[src/rtl/multicycle_control.sv]
// rtl/multicycle_control.sv - multi-cycle MIPS control FSM with branch status register and memory watchdog
module multicycle_control #(
  parameter int OPW         = 6,
  parameter int FNW         = 6,
  parameter int MEM_TIMEOUT = 255
) (
  input  logic           clk,
  input  logic           reset,
  input  logic [OPW-1:0] opcode,
  input  logic [FNW-1:0] funct,
  input  logic           mem_ready,
  output logic           pc_write,
  output logic           pc_wcond,
  output logic           ir_write,
  output logic           iord,
  output logic           mem_read,
  output logic           mem_write,
  output logic           reg_write,
  output logic           regdest,
  output logic           memtoreg,
  output logic           alusrca,
  output logic [1:0]     alusrcb,
  output logic [1:0]     aluop,
  output logic [1:0]     pcsource,
  output logic [2:0]     status,
  output logic [3:0]     state,
  output logic           illegal
);

  localparam int CW = $clog2(MEM_TIMEOUT + 1);

  localparam logic [OPW-1:0] OP_R    = OPW'(6'b000000);
  localparam logic [OPW-1:0] OP_LW   = OPW'(6'b100011);
  localparam logic [OPW-1:0] OP_SW   = OPW'(6'b101011);
  localparam logic [OPW-1:0] OP_BEQ  = OPW'(6'b000100);
  localparam logic [OPW-1:0] OP_BMN  = OPW'(6'b010101);
  localparam logic [OPW-1:0] OP_BZ   = OPW'(6'b011000);
  localparam logic [OPW-1:0] OP_JALM = OPW'(6'b010011);
  localparam logic [FNW-1:0] FN_BRZ  = FNW'(6'b010100);
  localparam logic [FNW-1:0] FN_JMOR = FNW'(6'b100101);

  typedef enum logic [3:0] {
    S_FETCH  = 4'd0,
    S_DECODE = 4'd1,
    S_MEMADR = 4'd2,
    S_MEMRD  = 4'd3,
    S_MEMWB  = 4'd4,
    S_MEMWR  = 4'd5,
    S_EXEC   = 4'd6,
    S_RWB    = 4'd7,
    S_BRANCH = 4'd8,
    S_JUMP   = 4'd9,
    S_HALT   = 4'd10
  } state_t;

  typedef enum logic [2:0] {
    K_OTHER, K_R, K_LW, K_SW, K_BMN, K_JALM, K_JMOR, K_BR
  } kind_t;

  state_t        cur, nxt;
  kind_t         kind_q, dec_kind;
  logic [2:0]    status_q, dec_status;
  logic [CW-1:0] wd_cnt;
  logic          mem_wait, timeout;

  always_comb begin
    dec_kind   = K_OTHER;
    dec_status = 3'b000;
    case (opcode)
      OP_R: begin
        if (funct == FN_BRZ) begin
          dec_kind   = K_BR;
          dec_status = 3'b010;
        end else if (funct == FN_JMOR) begin
          dec_kind   = K_JMOR;
          dec_status = 3'b100;
        end else begin
          dec_kind   = K_R;
        end
      end
      OP_LW:   dec_kind = K_LW;
      OP_SW:   dec_kind = K_SW;
      OP_BEQ:  begin dec_kind = K_BR;   dec_status = 3'b111; end
      OP_BMN:  begin dec_kind = K_BMN;  dec_status = 3'b001; end
      OP_BZ:   begin dec_kind = K_BR;   dec_status = 3'b011; end
      OP_JALM: begin dec_kind = K_JALM; dec_status = 3'b101; end
      default: dec_kind = K_OTHER;
    endcase
  end

  // The limit is reached on the MEM_TIMEOUT-th consecutive stalled cycle, counting the current one.
  assign mem_wait = (cur == S_FETCH || cur == S_MEMRD || cur == S_MEMWR) && !mem_ready;
  assign timeout  = mem_wait && (wd_cnt == CW'(MEM_TIMEOUT - 1));

  always_comb begin
    nxt = cur;
    case (cur)
      S_FETCH:  if (mem_ready) nxt = S_DECODE; else if (timeout) nxt = S_HALT;
      S_DECODE: begin
        case (dec_kind)
          K_LW, K_SW, K_BMN, K_JALM: nxt = S_MEMADR;
          K_R:                       nxt = S_EXEC;
          K_BR:                      nxt = S_BRANCH;
          K_JMOR:                    nxt = S_JUMP;
          default:                   nxt = S_HALT;
        endcase
      end
      S_MEMADR: nxt = (kind_q == K_SW) ? S_MEMWR : S_MEMRD;
      S_MEMRD: begin
        if (mem_ready)    nxt = (kind_q == K_LW) ? S_MEMWB : S_JUMP;
        else if (timeout) nxt = S_HALT;
      end
      S_MEMWB:  nxt = S_FETCH;
      S_MEMWR:  if (mem_ready) nxt = S_FETCH; else if (timeout) nxt = S_HALT;
      S_EXEC:   nxt = S_RWB;
      S_RWB:    nxt = S_FETCH;
      S_BRANCH: nxt = S_FETCH;
      S_JUMP:   nxt = S_FETCH;
      S_HALT:   nxt = S_HALT;
      default:  nxt = S_HALT;
    endcase
  end

  always_ff @(posedge clk or posedge reset) begin
    if (reset) begin
      cur      <= S_FETCH;
      kind_q   <= K_OTHER;
      status_q <= 3'b000;
      wd_cnt   <= '0;
    end else begin
      cur <= nxt;
      if (nxt != cur)    wd_cnt <= '0;
      else if (mem_wait) wd_cnt <= wd_cnt + CW'(1);
      if (cur == S_DECODE) begin
        kind_q   <= dec_kind;
        status_q <= dec_status;
      end
    end
  end

  // Strobes are held low combinationally while reset is high, including the FETCH read request.
  always_comb begin
    pc_write  = 1'b0;
    pc_wcond  = 1'b0;
    ir_write  = 1'b0;
    iord      = 1'b0;
    mem_read  = 1'b0;
    mem_write = 1'b0;
    reg_write = 1'b0;
    regdest   = 1'b0;
    memtoreg  = 1'b0;
    alusrca   = 1'b0;
    alusrcb   = 2'b00;
    aluop     = 2'b00;
    pcsource  = 2'b00;
    if (!reset) begin
      case (cur)
        S_FETCH: begin
          mem_read = 1'b1;
          alusrcb  = 2'b01;
          ir_write = mem_ready;
          pc_write = mem_ready;
        end
        S_DECODE: alusrcb = 2'b11;
        S_MEMADR: begin
          alusrca = 1'b1;
          alusrcb = 2'b10;
        end
        S_MEMRD: begin
          mem_read = 1'b1;
          iord     = 1'b1;
        end
        S_MEMWB: begin
          reg_write = 1'b1;
          memtoreg  = 1'b1;
        end
        S_MEMWR: begin
          mem_write = 1'b1;
          iord      = 1'b1;
        end
        S_EXEC: begin
          alusrca = 1'b1;
          aluop   = 2'b10;
        end
        S_RWB: begin
          reg_write = 1'b1;
          regdest   = 1'b1;
        end
        S_BRANCH: begin
          alusrca  = 1'b1;
          aluop    = 2'b01;
          pcsource = 2'b01;
          pc_wcond = 1'b1;
        end
        S_JUMP: begin
          pc_write = 1'b1;
          pcsource = (kind_q == K_JMOR) ? 2'b10 : 2'b11;
        end
        default: ;
      endcase
    end
  end

  assign state   = cur;
  assign status  = status_q;
  assign illegal = !reset && (cur == S_HALT);

endmodule

[config.mk]
export PLATFORM = sky130hd
export DESIGN_NAME = multicycle_control
export DESIGN_NICKNAME = d
export VERILOG_FILES = /design/src/rtl/multicycle_control.sv
export SDC_FILE = /design/constraint.sdc
export NUM_CORES = 1
export LEC_CHECK = 0
export ABC_AREA = 0
export CORE_MARGIN = 8
export CORE_UTILIZATION = 44
export CTS_CLUSTER_DIAMETER = 60
export DETAILED_ROUTE_END_ITERATION = 7
export GPL_TIMING_DRIVEN = 0
export MAX_ROUTING_LAYER = met4
export PLACE_DENSITY = 0.76
export SETUP_SLACK_MARGIN = 0.3
export SLEW_MARGIN = 20
export SYNTH_ARGS = -nofsm -noshare
export SYNTH_HDL_FRONTEND = slang
export SYNTH_SLANG_ARGS = --single-unit
export TNS_END_PERCENT = 100
[constraint.sdc]
create_clock -name clk -period 2.1 [get_ports clk]
set_input_delay 0.42 -clock clk [delete_from_list [all_inputs] [get_ports clk]]
set_output_delay 0.42 -clock clk [all_outputs]
set_load 0.1 [all_outputs]
==> impl_metrics.env, run 1 <==
export IMPL_initial_utilization=0.461
export IMPL_syn_avg_cell_area_um2=8.03
export IMPL_placementRows=21
export IMPL_maxSlewViolCount=0
export IMPL_path_max_fanout=5
export IMPL_htreeDepth=1
export IMPL_clk_lat_worst_skew_ns=0.32
export IMPL_layout_cells_most_common_list="sky130_fd_sc_hd__buf_4, sky130_fd_sc_hd__buf_6, sky130_fd_sc_hd__nand2_1, sky130_fd_sc_hd__buf_12, sky130_fd_sc_hd__dfrtp_1"
export IMPL_grt_max_degree=19
export IMPL_worstMarginPinSlew_ns=0.962
export IMPL_first_global_vias=1901
export IMPL_drt_wirelength_per_cell_um=26.6
export IMPL_final_report_hold_violation_count=0
export IMPL_post_route_period_util=1.23
export IMPL_critical_path_top_delay_family="buffers and inverters"
export IMPL_timing_hold_ws_ns=0.473
export IMPL_leak_pwr_uw=0.00130
export IMPL_postSynthRegisterBits=18
export IMPL_synthesis_nets=210
export IMPL_dpl_hpwl_um=3550
export IMPL_failed_checks="setup timing"
export IMPL_final_critical_period_ns=2.58
export IMPL_yosys_top_cells_area="sky130_fd_sc_hd__dfrtp_1, sky130_fd_sc_hd__nor2_1, sky130_fd_sc_hd__nand2_1"
export IMPL_timing_fmax_mhz=387
export IMPL_synth_ff_type="sky130_fd_sc_hd__dfrtp_1"
export IMPL_vdd_drop_max_v=0.000941
export IMPL_starting_drt_drc_count=257
export IMPL_worst_hold_path_type="input pin to flop"
export IMPL_floorplan_die_width_um=75.4
export IMPL_worstSetupPathType="flop to output pin"
export IMPL_buffer_ports_inserted=38
export IMPL_grt_usage=0.215
export IMPL_fp_dieH_um=75.4
export IMPL_cp_arrival_ns=2.16
export IMPL_fp_dieArea_um2=5680
export IMPL_mostFrequentLayoutCell="sky130_fd_sc_hd__buf_4"
export IMPL_startpoint_kind_of_the_worst_setup_timing_path="flop"
export IMPL_antenna_violations_before_repair=1
export IMPL_total_cts_buffers=3
export IMPL_critical_path_most_common_cell="sky130_fd_sc_hd__clkbuf_16"
export IMPL_max_cap_violations=0
export IMPL_rsz0062_at_grt="yes"
export IMPL_dp_slack_ns=-1.46
export IMPL_synth_seq_area_share=0.291
export IMPL_final_antenna_net_count=0
export IMPL_global_route_overflow_total=0
export IMPL_synth_cell_area_um2=1550
export IMPL_async_flop_share=1.00
export IMPL_routed_wirelength_um=8910
export IMPL_clk_root_buffer_cell="sky130_fd_sc_hd__clkbuf_4"
export IMPL_route_detailed_vias_per_inst=6.77
export IMPL_cp_slowest_cell="sky130_fd_sc_hd__a2111oi_4"
export IMPL_via_count=2268
export IMPL_boundary_pin_count=39
export IMPL_share_of_final_layout_standard_cells_stronger_than_drive_strength_1=0.615
export IMPL_gp_congestion=0.967
export IMPL_core_area_um2=3360
export IMPL_path_cells="clkbuf_16, clkbuf_16, nand2b_4, a2111oi_4, buf_6"
export IMPL_setup_tns_final_ns=-4.89
export IMPL_cpPeakStageDelay_ns=0.54
export IMPL_number_of_flops_mapped_to_enable_cells_by_yosys=0
export IMPL_detail_route_drc_violations=0
export IMPL_syn2layout_area_growth_pct=106
export IMPL_clock_skew_ns=0.00239
export IMPL_slew_limit_headroom=0.361
export IMPL_clk_path_buf_depth=2
export IMPL_clkSlewWorstSetupHoldPaths_ns=0.12
export IMPL_status="finished with violations"
export IMPL_synth_area_leader_cell="sky130_fd_sc_hd__dfrtp_1"
export IMPL_finish_net_count=306
export IMPL_critPathBufInv=3
export IMPL_setup_slack_ns=-0.484
export IMPL_ys_warnings_count=0
export IMPL_total_power_uw=4610
export IMPL_synth_cell_types=55
export IMPL_setup_viol=25
export IMPL_tritoncts="built"
export IMPL_required_time_of_the_critical_path_ns=1.68
export IMPL_endpoint_kind="output pin"
export IMPL_power_density_cell_area_nw_per_um2=1450
export IMPL_cts_sinks=18
export IMPL_synth_largest_type_area_fraction=0.291
export IMPL_number_of_iterations_in_the_first_detailed_routing_pass=5
export IMPL_syn_instance_count=193
export IMPL_grt_pass1_wl_um=9220
-- synthesized netlist by cell type (5+ instances only) --
library cell / n
sky130_fd_sc_hd__o21ai_0: 12
sky130_fd_sc_hd__dfrtp_1: 18
sky130_fd_sc_hd__inv_1: 5
sky130_fd_sc_hd__nand2_1: 18
sky130_fd_sc_hd__clkbuf_1: 8
sky130_fd_sc_hd__xnor2_1: 5
sky130_fd_sc_hd__or3_1: 5
sky130_fd_sc_hd__nor2_1: 24
sky130_fd_sc_hd__nor2b_1: 5
sky130_fd_sc_hd__nand3_1: 7
sky130_fd_sc_hd__a21oi_1: 6
sky130_fd_sc_hd__nor3_1: 9
-- sequential cells by signal (all words and copies together), names as in the netlist --
register and cells:
wd_cnt 8, status 3, kind_q 3, state 4
-- path summary, 6_finish.rpt --
check | slack [ns] | end | startpoint | cells after the start
min reg2reg | 0.54 | status[1] | status[1] | 2
max reg2reg | -0.23 | wd_cnt[6] | state[0] | 10
max in group asynchronous | 0.86 | state[0] | reset | 2
min in group asynchronous | 0.66 | kind_q[0] | reset | 2
max | -0.48 | alusrcb[1] | state[0] | 5
min | 0.47 | status[2] | opcode[5] | 3
-- logic make-up after synthesis --
logic type / count (synthesis) / share of synthesized area
flip-flops: 18 / 0.291
XOR/XNOR: 9 / 0.0508
buffers and inverters: 17 / 0.0444
AND/OR/NAND/NOR: 104 / 0.385
AO/OA/AOI/OAI: 43 / 0.213
adder cells (fa/ha/maj): 2 / 0.0161
-- routing by layer --
layer / share of wire / up-vias / track usage
met5: 0 / - / -
met4: 0.094 / 0 / 0.0789
met3: 0.10 / 90 / 0.0342
met2: 0.46 / 220 / 0.385
met1: 0.34 / 1063 / 0.232
li1: - / 895 / -
-- area by class of cell --
class,instances,area (µm²)
clock buffer,4,36.3
buffer,12,205
multi-input combinational,158,1420
fill,93,173
sequential,18,465
inverter,5,23.8
timing repair buffer,91,978
antenna,1,2.50
tap,46,57.6
-- worst min-delay path, stage by stage --
cell	delay [ns]
sky130_fd_sc_hd__buf_8	0.09
sky130_fd_sc_hd__nor3_2	0.04
sky130_fd_sc_hd__a22o_1	0.20
-- metrics by stage --
| stage | utilization | cell area [µm²] | instances |
|---|---|---|---|
| 6_report | 0.949 | 3190 | 335 |
| 5_1_grt | 0.949 | 3190 | 335 |
| 4_1_cts | 0.826 | 2780 | 303 |
| 3_5_place_dp | 0.681 | 2290 | 277 |
| 3_3_place_gp | 0.681 | 2290 | 277 |
| 2_1_floorplan | - | 1850 | 193 |
-- repair_timing --
action,CTS,global route
cloned,0,0
hold buffers,0,0
gates resized for setup,253,48
setup endpoints to repair,42,31
buffers inserted,22,31
pin swaps,34,25
-- power breakdown --
part | switching (µW) | total [µW] | internal (µW)
Clock | 131 | 237 | 106
Sequential | 106 | 559 | 453
Combinational | 2270 | 3820 | 1550
(Power assumes the default switching activity.)
==> inputs of run 2 (changes only) <==
Settings changed: HOLD_SLACK_MARGIN set to 0.06, SLEW_MARGIN 20 to unset.
==> results of run 2 <==
The final DEF is identical to that of run 1; final timing and power are the same.
